`config.mk`:
```
export PLATFORM = sky130hd
export DESIGN_NAME = utlb
export DESIGN_NICKNAME = d
export VERILOG_FILES = /design/src/rtl/utlb_pkg.sv /design/src/rtl/utlb_cam.sv /design/src/rtl/utlb.sv
export SDC_FILE = /design/constraint.sdc
export NUM_CORES = 1
export LEC_CHECK = 0
export BUFFER_PORTS_ARGS = -buffer_cell sky130_fd_sc_hd__clkbuf_2
export CAP_MARGIN = 20
export CORE_UTILIZATION = 40
export CTS_CLUSTER_SIZE = 40
export DETAILED_ROUTE_END_ITERATION = 12
export PLACE_DENSITY = 0.55
export SYNTH_ARGS = -nofsm -noshare
export SYNTH_HDL_FRONTEND = slang
export SYNTH_SLANG_ARGS = --single-unit
```
`constraint.sdc`:
```
create_clock -name clk -period 5.7 [get_ports clk]
set_input_delay 0 -clock clk [delete_from_list [all_inputs] [get_ports clk]]
set_output_delay 0 -clock clk [all_outputs]
set_load 0.05 [all_outputs]
```
`src/rtl/utlb_pkg.sv`:
```
// Shared types for the micro-TLB: translated entry layout, FSM states and helpers.
package utlb_pkg;

    localparam int M_WIDTH  = 32;
    localparam int LG_PG_SZ = 12;
    localparam int VPN_W    = M_WIDTH - LG_PG_SZ;

    typedef struct packed {
        logic             valid;
        logic             bogus;
        logic             readable;
        logic             writable;
        logic             executable;
        logic             user;
        logic [VPN_W-1:0] paddr;
    } utlb_entry_t;

    typedef enum logic [1:0] {
        IDLE      = 2'd0,
        MISS_REQ  = 2'd1,
        MISS_WAIT = 2'd2,
        REPLAY    = 2'd3
    } utlb_state_t;

    // An entry can be used for translation only if the tlb marked it valid and not bogus.
    function automatic logic entry_usable(input utlb_entry_t e);
        return e.valid & ~e.bogus;
    endfunction

endpackage

```
`src/rtl/utlb_cam.sv`:
```
// Fully-associative tag/entry store with a single parallel-compare lookup port and one write port.
module utlb_cam
    import utlb_pkg::*;
#(
    parameter int N_ENTRIES = 8,
    parameter int LG_N      = $clog2(N_ENTRIES)
) (
    input  logic              clk,
    input  logic              reset,
    input  logic [VPN_W-1:0]  lookup_vpn_i,
    output logic              match_o,
    output logic [LG_N-1:0]   match_idx_o,
    output utlb_entry_t       match_entry_o,
    input  logic              wr_en_i,
    input  logic [LG_N-1:0]   wr_idx_i,
    input  logic [VPN_W-1:0]  wr_tag_i,
    input  utlb_entry_t       wr_entry_i,
    input  logic              clear_all_i
);

    logic [N_ENTRIES-1:0] valid_q;
    logic [VPN_W-1:0]     tag_q   [N_ENTRIES];
    utlb_entry_t          entry_q [N_ENTRIES];
    logic [N_ENTRIES-1:0] hit_vec;

    // Valid bits: cleared by reset or clear_all (which beats a same-cycle write), set on write.
    always_ff @(posedge clk or negedge reset) begin
        if (!reset) begin
            valid_q <= '0;
        end else if (clear_all_i) begin
            valid_q <= '0;
        end else if (wr_en_i) begin
            valid_q[wr_idx_i] <= 1'b1;
        end
    end

    // Tag and payload storage needs no reset because valid bits qualify every use.
    always_ff @(posedge clk) begin
        if (wr_en_i && !clear_all_i) begin
            tag_q[wr_idx_i]   <= wr_tag_i;
            entry_q[wr_idx_i] <= wr_entry_i;
        end
    end

    // Parallel compare; fills never create duplicates, so hit_vec is at most one-hot.
    always_comb begin
        hit_vec = '0;
        for (int i = 0; i < N_ENTRIES; i++) begin
            hit_vec[i] = valid_q[i] && (tag_q[i] == lookup_vpn_i);
        end
    end

    // One-hot to index and OR-mux of the matching payload.
    always_comb begin
        match_idx_o   = '0;
        match_entry_o = '0;
        for (int i = 0; i < N_ENTRIES; i++) begin
            if (hit_vec[i]) begin
                match_idx_o   = match_idx_o | LG_N'(i);
                match_entry_o = match_entry_o | entry_q[i];
            end
        end
    end

    assign match_o = |hit_vec;

endmodule

```
`src/rtl/utlb.sv`:
```
// Per-side micro-TLB: answers hits one cycle after a request and refills misses from the shared tlb.
module utlb
    import utlb_pkg::*;
#(
    parameter int N_ENTRIES = 8
) (
    input  logic              clk,
    input  logic              reset,
    input  logic              flush,
    input  logic              req,
    input  logic [VPN_W-1:0]  req_vpn,
    output logic              ready,
    output logic              rsp_valid,
    output logic              rsp_hit,
    output logic              rsp_fault,
    output logic              rsp_refilled,
    output utlb_entry_t       rsp_entry,
    output logic              tlb_req,
    output logic [VPN_W-1:0]  tlb_vpn,
    input  logic              tlb_rsp_valid,
    input  utlb_entry_t       tlb_rsp
);

    localparam int LG_N = $clog2(N_ENTRIES);

    utlb_state_t      state_q;
    logic [LG_N-1:0]  repl_q;
    logic [VPN_W-1:0] tlb_vpn_q;
    logic             ready_q;
    logic             rsp_valid_q;
    logic             rsp_hit_q;
    logic             rsp_fault_q;
    logic             rsp_refilled_q;
    utlb_entry_t      rsp_entry_q;
    logic             tlb_req_q;
    logic             drop_fill_q;

    logic             cam_match;
    logic [LG_N-1:0]  cam_idx;
    utlb_entry_t      cam_entry;
    logic [VPN_W-1:0] lookup_vpn;
    logic             fill_en;
    logic [LG_N-1:0]  fill_idx;

    // In IDLE the array answers the incoming request; during a miss it is probed with the
    // outstanding vpn so a fill reuses an existing slot instead of creating a duplicate.
    assign lookup_vpn = (state_q == IDLE) ? req_vpn : tlb_vpn_q;

    // A usable tlb answer is installed unless a flush arrived during this miss or right now.
    assign fill_en  = (state_q == MISS_WAIT) && tlb_rsp_valid && entry_usable(tlb_rsp)
                      && !flush && !drop_fill_q;
    assign fill_idx = cam_match ? cam_idx : repl_q;

    utlb_cam #(
        .N_ENTRIES (N_ENTRIES),
        .LG_N      (LG_N)
    ) u_cam (
        .clk           (clk),
        .reset         (reset),
        .lookup_vpn_i  (lookup_vpn),
        .match_o       (cam_match),
        .match_idx_o   (cam_idx),
        .match_entry_o (cam_entry),
        .wr_en_i       (fill_en),
        .wr_idx_i      (fill_idx),
        .wr_tag_i      (tlb_vpn_q),
        .wr_entry_i    (tlb_rsp),
        .clear_all_i   (flush)
    );

    // Miss FSM with registered outputs; strobes default low every cycle.
    always_ff @(posedge clk or negedge reset) begin
        if (!reset) begin
            state_q        <= IDLE;
            repl_q         <= '0;
            tlb_vpn_q      <= '0;
            ready_q        <= 1'b1;
            rsp_valid_q    <= 1'b0;
            rsp_hit_q      <= 1'b0;
            rsp_fault_q    <= 1'b0;
            rsp_refilled_q <= 1'b0;
            rsp_entry_q    <= '0;
            tlb_req_q      <= 1'b0;
            drop_fill_q    <= 1'b0;
        end else begin
            rsp_valid_q    <= 1'b0;
            rsp_hit_q      <= 1'b0;
            rsp_fault_q    <= 1'b0;
            rsp_refilled_q <= 1'b0;
            tlb_req_q      <= 1'b0;

            if (fill_en && !cam_match) begin
                repl_q <= repl_q + LG_N'(1);
            end

            case (state_q)
                IDLE: begin
                    if (req) begin
                        if (cam_match) begin
                            rsp_valid_q <= 1'b1;
                            rsp_hit_q   <= 1'b1;
                            rsp_entry_q <= cam_entry;
                        end else begin
                            tlb_vpn_q   <= req_vpn;
                            tlb_req_q   <= 1'b1;
                            ready_q     <= 1'b0;
                            drop_fill_q <= 1'b0;
                            state_q     <= MISS_REQ;
                        end
                    end
                end
                MISS_REQ: begin
                    if (flush) begin
                        drop_fill_q <= 1'b1;
                    end
                    state_q <= MISS_WAIT;
                end
                MISS_WAIT: begin
                    if (flush) begin
                        drop_fill_q <= 1'b1;
                    end
                    if (tlb_rsp_valid) begin
                        rsp_valid_q    <= 1'b1;
                        rsp_refilled_q <= 1'b1;
                        rsp_hit_q      <= entry_usable(tlb_rsp);
                        rsp_fault_q    <= ~entry_usable(tlb_rsp);
                        rsp_entry_q    <= tlb_rsp;
                        state_q        <= REPLAY;
                    end
                end
                REPLAY: begin
                    ready_q <= 1'b1;
                    state_q <= IDLE;
                end
                default: begin
                    ready_q <= 1'b1;
                    state_q <= IDLE;
                end
            endcase
        end
    end

    assign ready        = ready_q;
    assign rsp_valid    = rsp_valid_q;
    assign rsp_hit      = rsp_hit_q;
    assign rsp_fault    = rsp_fault_q;
    assign rsp_refilled = rsp_refilled_q;
    assign rsp_entry    = rsp_entry_q;
    assign tlb_req      = tlb_req_q;
    assign tlb_vpn      = tlb_vpn_q;

endmodule

```
Word-level counts from Yosys, hierarchy flattened
Memory sizes are Yosys's and may differ from the RTL's. Cells that the tools add are included.

Register bits: 66. Bits in writable memories: 368. Output and inout port bits: 52. Logic and storage cells: 129. Memories: 2.

Add/subtract/negate cells: 1. Magnitude comparators: 2. Equality and inequality tests: 16. Multiplexer cells: 48. Bitwise logic cells: 12. Reductions and logical operators: 30.

Memories: u_cam.entry_q (words 8, width 26, read ports 8, clocked after memory_dff 0, wr ports 1, line utlb_cam.sv:23) `utlb_entry_t entry_q [N_ENTRIES];`; u_cam.tag_q (words 8, width 20, read ports 8, clocked after memory_dff 0, wr ports 1, line utlb_cam.sv:22) `logic [VPN_W-1:0] tag_q [N_ENTRIES];`.

Operator list (number): two-way mux 26 bit (11); OR 26 bit (7); == test 20 bit (8); one-hot mux 26 bit (2 select lines) (1); two-way mux 20 bit (1); two-way mux 1 bit (17); two-way mux 8 bit (2); logical AND 1 bit (15); two-way mux 3 bit (5); two-way mux 2 bit (5); AND reduction 3 bit (3); inequality test 2 bit (second input constant) (4); OR 8 bit (1); one-hot mux 1 bit (2 select lines) (4); one-hot mux 2 bit (4 select lines) (1); AND reduction 4 bit (2); nonzero test 2 bit (4); OR reduction 8 bit (1); == test 2 bit (second input constant) (2); less-than comparator 3 x 4 -> 1 bit (second input constant) (1); adder 3 x 1 -> 3 bit (second input constant) (1); demux 1 bit (select 3 bit) (1); greater-or-equal comparator 3 x 1 -> 1 bit (second input constant) (1); logical NOT 1 bit (3); 6 further kinds (8).

Logic depth before layout (Yosys ltp)
Depth after elaboration: 22. Mapped depth: 15.

Hierarchy
A second synthesis with hierarchy kept.

Cell total of the unflattened synthesis: 1158. Area total of the unflattened synthesis: 18093.6 um^2.

By module, submodules not included: utlb_cam (instances 1, cells an instance 955, area each 15233.4 um^2); utlb (instances 1, cells an instance 203, area each 2860.2 um^2).

Worst setup path before layout
Ideal clock, no wire load.

Kind: register -> register. Start: reg state_q[0]. End: mem u_cam.entry_q[7][0] (netlist name), enable pin. Library setup time: 0.477 ns. Arrival time: 5.502 ns. Data required time: 5.223 ns. Setup slack: -0.279 ns. Stages on the path, launching flop included: 14. Path through: dfrtp_1 inv_1 ha_1 buf_6 buf_2 mux2i_4 xnor2_1 nor4_1 nand4_1 nor4_1 buf_2 or4_1 o22ai_1 nor4b_2.

Cells in the longest elaborated chain, start to end: 12.

Ends and longest elaborated chain: start, declared (line utlb.sv:26) `utlb_state_t state_q;`; start signal, assigned (line utlb.sv:74) `state_q <= IDLE;`; start signal, assigned (line utlb.sv:108) `state_q <= MISS_REQ;`; start signal, assigned (line utlb.sv:116) `state_q <= MISS_WAIT;`; logical NOT 2 bit (line utlb.sv:47) `assign lookup_vpn = (state_q == IDLE) ? req_vpn : tlb_vpn_q;`; two-way mux 20 bit (line utlb.sv:47); == test 20 bit (line utlb_cam.sv:49) `hit_vec[i] = valid_q[i] && (tag_q[i] == lookup_vpn_i);`; logical AND 1 bit (line utlb_cam.sv:49); two-way mux 1 bit (line utlb_cam.sv:58) `if (hit_vec[i]) begin`; two-way mux 2 bit (2 in series) (line utlb_cam.sv:58); two-way mux 3 bit (4 in series) (line utlb_cam.sv:58); two-way mux 3 bit (line utlb.sv:52) `assign fill_idx = cam_match ? cam_idx : repl_q;`; end, declared (line utlb_cam.sv:23).

Parallel ways exist; a longest one is shown, timed or not.

Final worst setup path
Start: reg state_q[1]. End: mem u_cam.tag_q[3][16] (netlist name), enable pin.

Cells in the longest elaborated chain, start to end: 12.

Ends and longest elaborated chain (line): logical NOT 2 bit (utlb.sv:47); two-way mux 20 bit (utlb.sv:47); == test 20 bit (utlb_cam.sv:49); logical AND 1 bit (utlb_cam.sv:49); two-way mux 1 bit (utlb_cam.sv:58); two-way mux 2 bit (2 in series) (utlb_cam.sv:58); two-way mux 3 bit (4 in series) (utlb_cam.sv:58); two-way mux 3 bit (utlb.sv:52); end, declared (utlb_cam.sv:22).

Parallel ways exist; a longest one is shown, timed or not.

==> impl_metrics.ini <==
[timing]
grt_setup_unrepaired = false
setup_slack_ns = 0.2849
setup_viol = 0
max_freq_ghz = 0.1847
slew_violations = 0
fin_skew_ns = 0.03106
relSlewSlack_pct = 22.82
worst_pin_slew_ns = 1.147
layout_min_cycle_time_ns = 5.415
hold_violations = 0
timing.final.crit_share_pct = 95.00

[global_route]
grt_max_degree = 67
antenna_found_initial = 0
grt_pass1_vias = 9841
grt.overflow.total = 0
grt_pass1_wl_um = 64010
grt_usage_pct = 19.64

[layout]
multi_input_area_um2 = 4473
finish.utilization_pct = 49.64
register_area_um2 = 12700
fill_cells = 3558
antenna_cells = 0
syn2layout_area_growth_pct = 21.15
layout-drive-gt1-share_pct = 23.35
fin_nets = 1260
final_cell_area_um2 = 21010

[synthesis]
synthDistinctLibCells = 49
synth_edf_count = 368
syn_avg_cell_area_um2 = 17.57
ys_warn_count = 0
synth_seq_area_share_pct = 73.25
synth_ff_type = edfxtp_1
synthArstFlopShare_pct = 15.21
synth_nets = 1042
synth_area_um2 = 17340
synthesis.instances = 987
synth_seq_cells = 434

[setup_path]
slowest_delay_ns = 0.99
worst_path_most_repeated_cell = buf_12
crit_path_end_kind = flop
crit_arrival_ns = 5.67
cp_slowest_cell = nor4_1
timing.critical_path.buf_inv = 3
path_cells = inv_1, ha_2, buf_12, mux2i_4, xnor2_1, nor4_1, nand4_1, nor4_4, nor3b_1, a21oi_1, nand2_1, nor2_4, buf_12
critical_path.top_delay_family = simple AND/OR/NAND/NOR gates
critical_path_peak_fanout = 26
cp.required_ns = 5.95
start_kind = flop
crit_type = reg2reg
reg2reg_slack_ns = 0.28

[floorplan]
fp-row-count = 75
io_pins = 103
fp.dieH_um = 210.2
die_area_um2 = 44190
core_um2 = 42320
die_w_um = 210.2
initial_core_util_pct = 40.98

[detailed_routing]
final_antenna_net_count = 0
drt_wl_total_um = 42340
wl_per_cell_um = 23.27
drc = 0
dr.pass1.iters = 4
drt-initial-drc-count = 533
dr_total_vias = 9471
routed_via_density = 5.207

[cts]
cts-root-buf = clkbuf_16
post-cts-setup-buffers = 0
clk_pin_slew_ns = 0.06
cts_tree = yes
postCtsHoldBufs = 51
worstSkewPairLatency_ns = 0.58
clock_sinks = 434
clockBufferDepth = 3
cts_resized = 0
h-tree-depth = 2
numCtsBuffers = 47

[run_status]
status = complete, no violations

[placement]
portBuffers = 102
pre_cts_ws_ns = 0.3552
dpl-instance-area_um2 = 19010
gp_congestion = 0.7814
dp_hpwl_um = 25760

[run]
cap_violations = 0

[power_and_ir_drop]
p_leak_uw = 0.007035
vdd_ir_drop_max_v = 0.0002876
power_density_nw_per_um2 = 486.7

[worst_hold_path]
hp-class = in2async
-- Yosys cell counts (2+ instances only) --
cell,number,area (um^2)
nor4_1,28,175.2
a221oi_1,26,227.7
buf_1,8,30.03
xnor2_1,122,1069
o22ai_1,8,50.05
mux2i_4,19,427.9
nor4_4,3,63.81
buf_2,10,50.05
buf_6,2,22.52
a21oi_1,4,20.02
a22oi_1,53,397.9
ha_1,4,50.05
edfxtp_1,368,11050
mux2i_1,2,20.02
or2_1,2,12.51
nor2_1,36,135.1
nor3_1,9,45.04
nor4_2,2,25.02
buf_4,5,37.54
mux2_2,29,326.6
dfrtp_1,65,1627
o21ai_0,3,15.01
or4_1,2,15.01
a22o_1,26,227.7
nand2_1,7,26.28
mux2_1,20,225.2
a41oi_1,26,227.7
nand3_1,3,15.01
inv_1,12,45.04
buf_8,3,45.04
nand4_1,17,106.4
clkbuf_1,7,26.28
xor2_1,40,350.3
-- layout make-up --
| class | count | area share, % |
|---|---|---|
| Clock buffer | 59 | 5.860 |
| Clock inverter | 27 | 1.251 |
| Inverter | 13 | 0.2323 |
| Multi-Input combinational cell | 505 | 21.29 |
| Sequential cell | 434 | 60.46 |
| Tap cell | 577 | 3.436 |
| Timing Repair Buffer | 204 | 7.468 |
-- sequential cells by signal, summed over array words and instances, names as in the netlist, 2 cells and up --
register and flops:
u_cam.valid_q 8, rsp_entry 26, tlb_vpn 20, u_cam.tag_q 160
u_cam.entry_q 208, state_q 2, repl_q 3
-- through the flow --
stage          cells  hold WS (ns)  setup TNS [ns]  power (uW)
2_1_floorplan    987       -0.2956         -0.4022        6313
3_3_place_gp    1682        0.2198               0        7334
3_5_place_dp    1682        0.2286               0        7345
4_1_cts         1819        0.1698               0       10350
5_1_grt         1819        0.2282               0       10670
6_report        1819        0.1488               0       10230
-- where the power goes --
group          leakage (uW)  total (uW)  internal [uW]  switching (uW)
registers           0.00415        4190           3810             383
logic               0.00216        3080           1190            1890
clock network      0.000731        2950           1720            1230
-- routing by layer --
layer	routed length (um)	global-route usage, %	vias up
met2	20340	31.75	224
li1	-	-	4342
met4	589	4.430	0
met5	0	0	-
met3	1709	2.786	50
met1	19700	28.18	4855
-- layout by cell type, fill, tap and decap left out, types with 19 or more instances in the layout --
cell             n
a221oi_1        26
a22o_1          26
a22oi_1         53
a41oi_1         26
buf_4           39
clkbuf_16       47
clkbuf_2       101
dfrtp_1         65
dlygate4sd3_1   51
edfxtp_1       368
mux2_1          20
mux2_2          29
mux2i_4         19
nor2_1          29
nor4_1          23
xnor2_1        122
xor2_1          40
-- cells by family after synthesis --
logic type / after synthesis / share of synthesized area (%)
muxes: 71 / 5.844
xor gates and xnor gates: 162 / 8.182
and+or+nand+nor: 115 / 3.867
buffers and inverters: 48 / 1.501
AOI/OAI and AO/OA: 153 / 7.064
adders and majority gates: 4 / 0.2886
DFF: 434 / 73.25
-- final timing paths --
kind | from | endpoint | cells after the start
max in group asynchronous | reset | u_cam.valid_q[0] | 2
worst min register to register | rsp_entry[2] | rsp_entry[2] | 1
worst min-delay path | reset | tlb_vpn[17] | 2
worst max register to register | state_q[1] | u_cam.tag_q[3][16] | 13
worst max-delay path | state_q[1] | u_cam.tag_q[3][16] | 13
min in group clk | tlb_rsp[4] | u_cam.entry_q[0][4] | 2
Note: power is estimated with default switching activity, not from simulation.
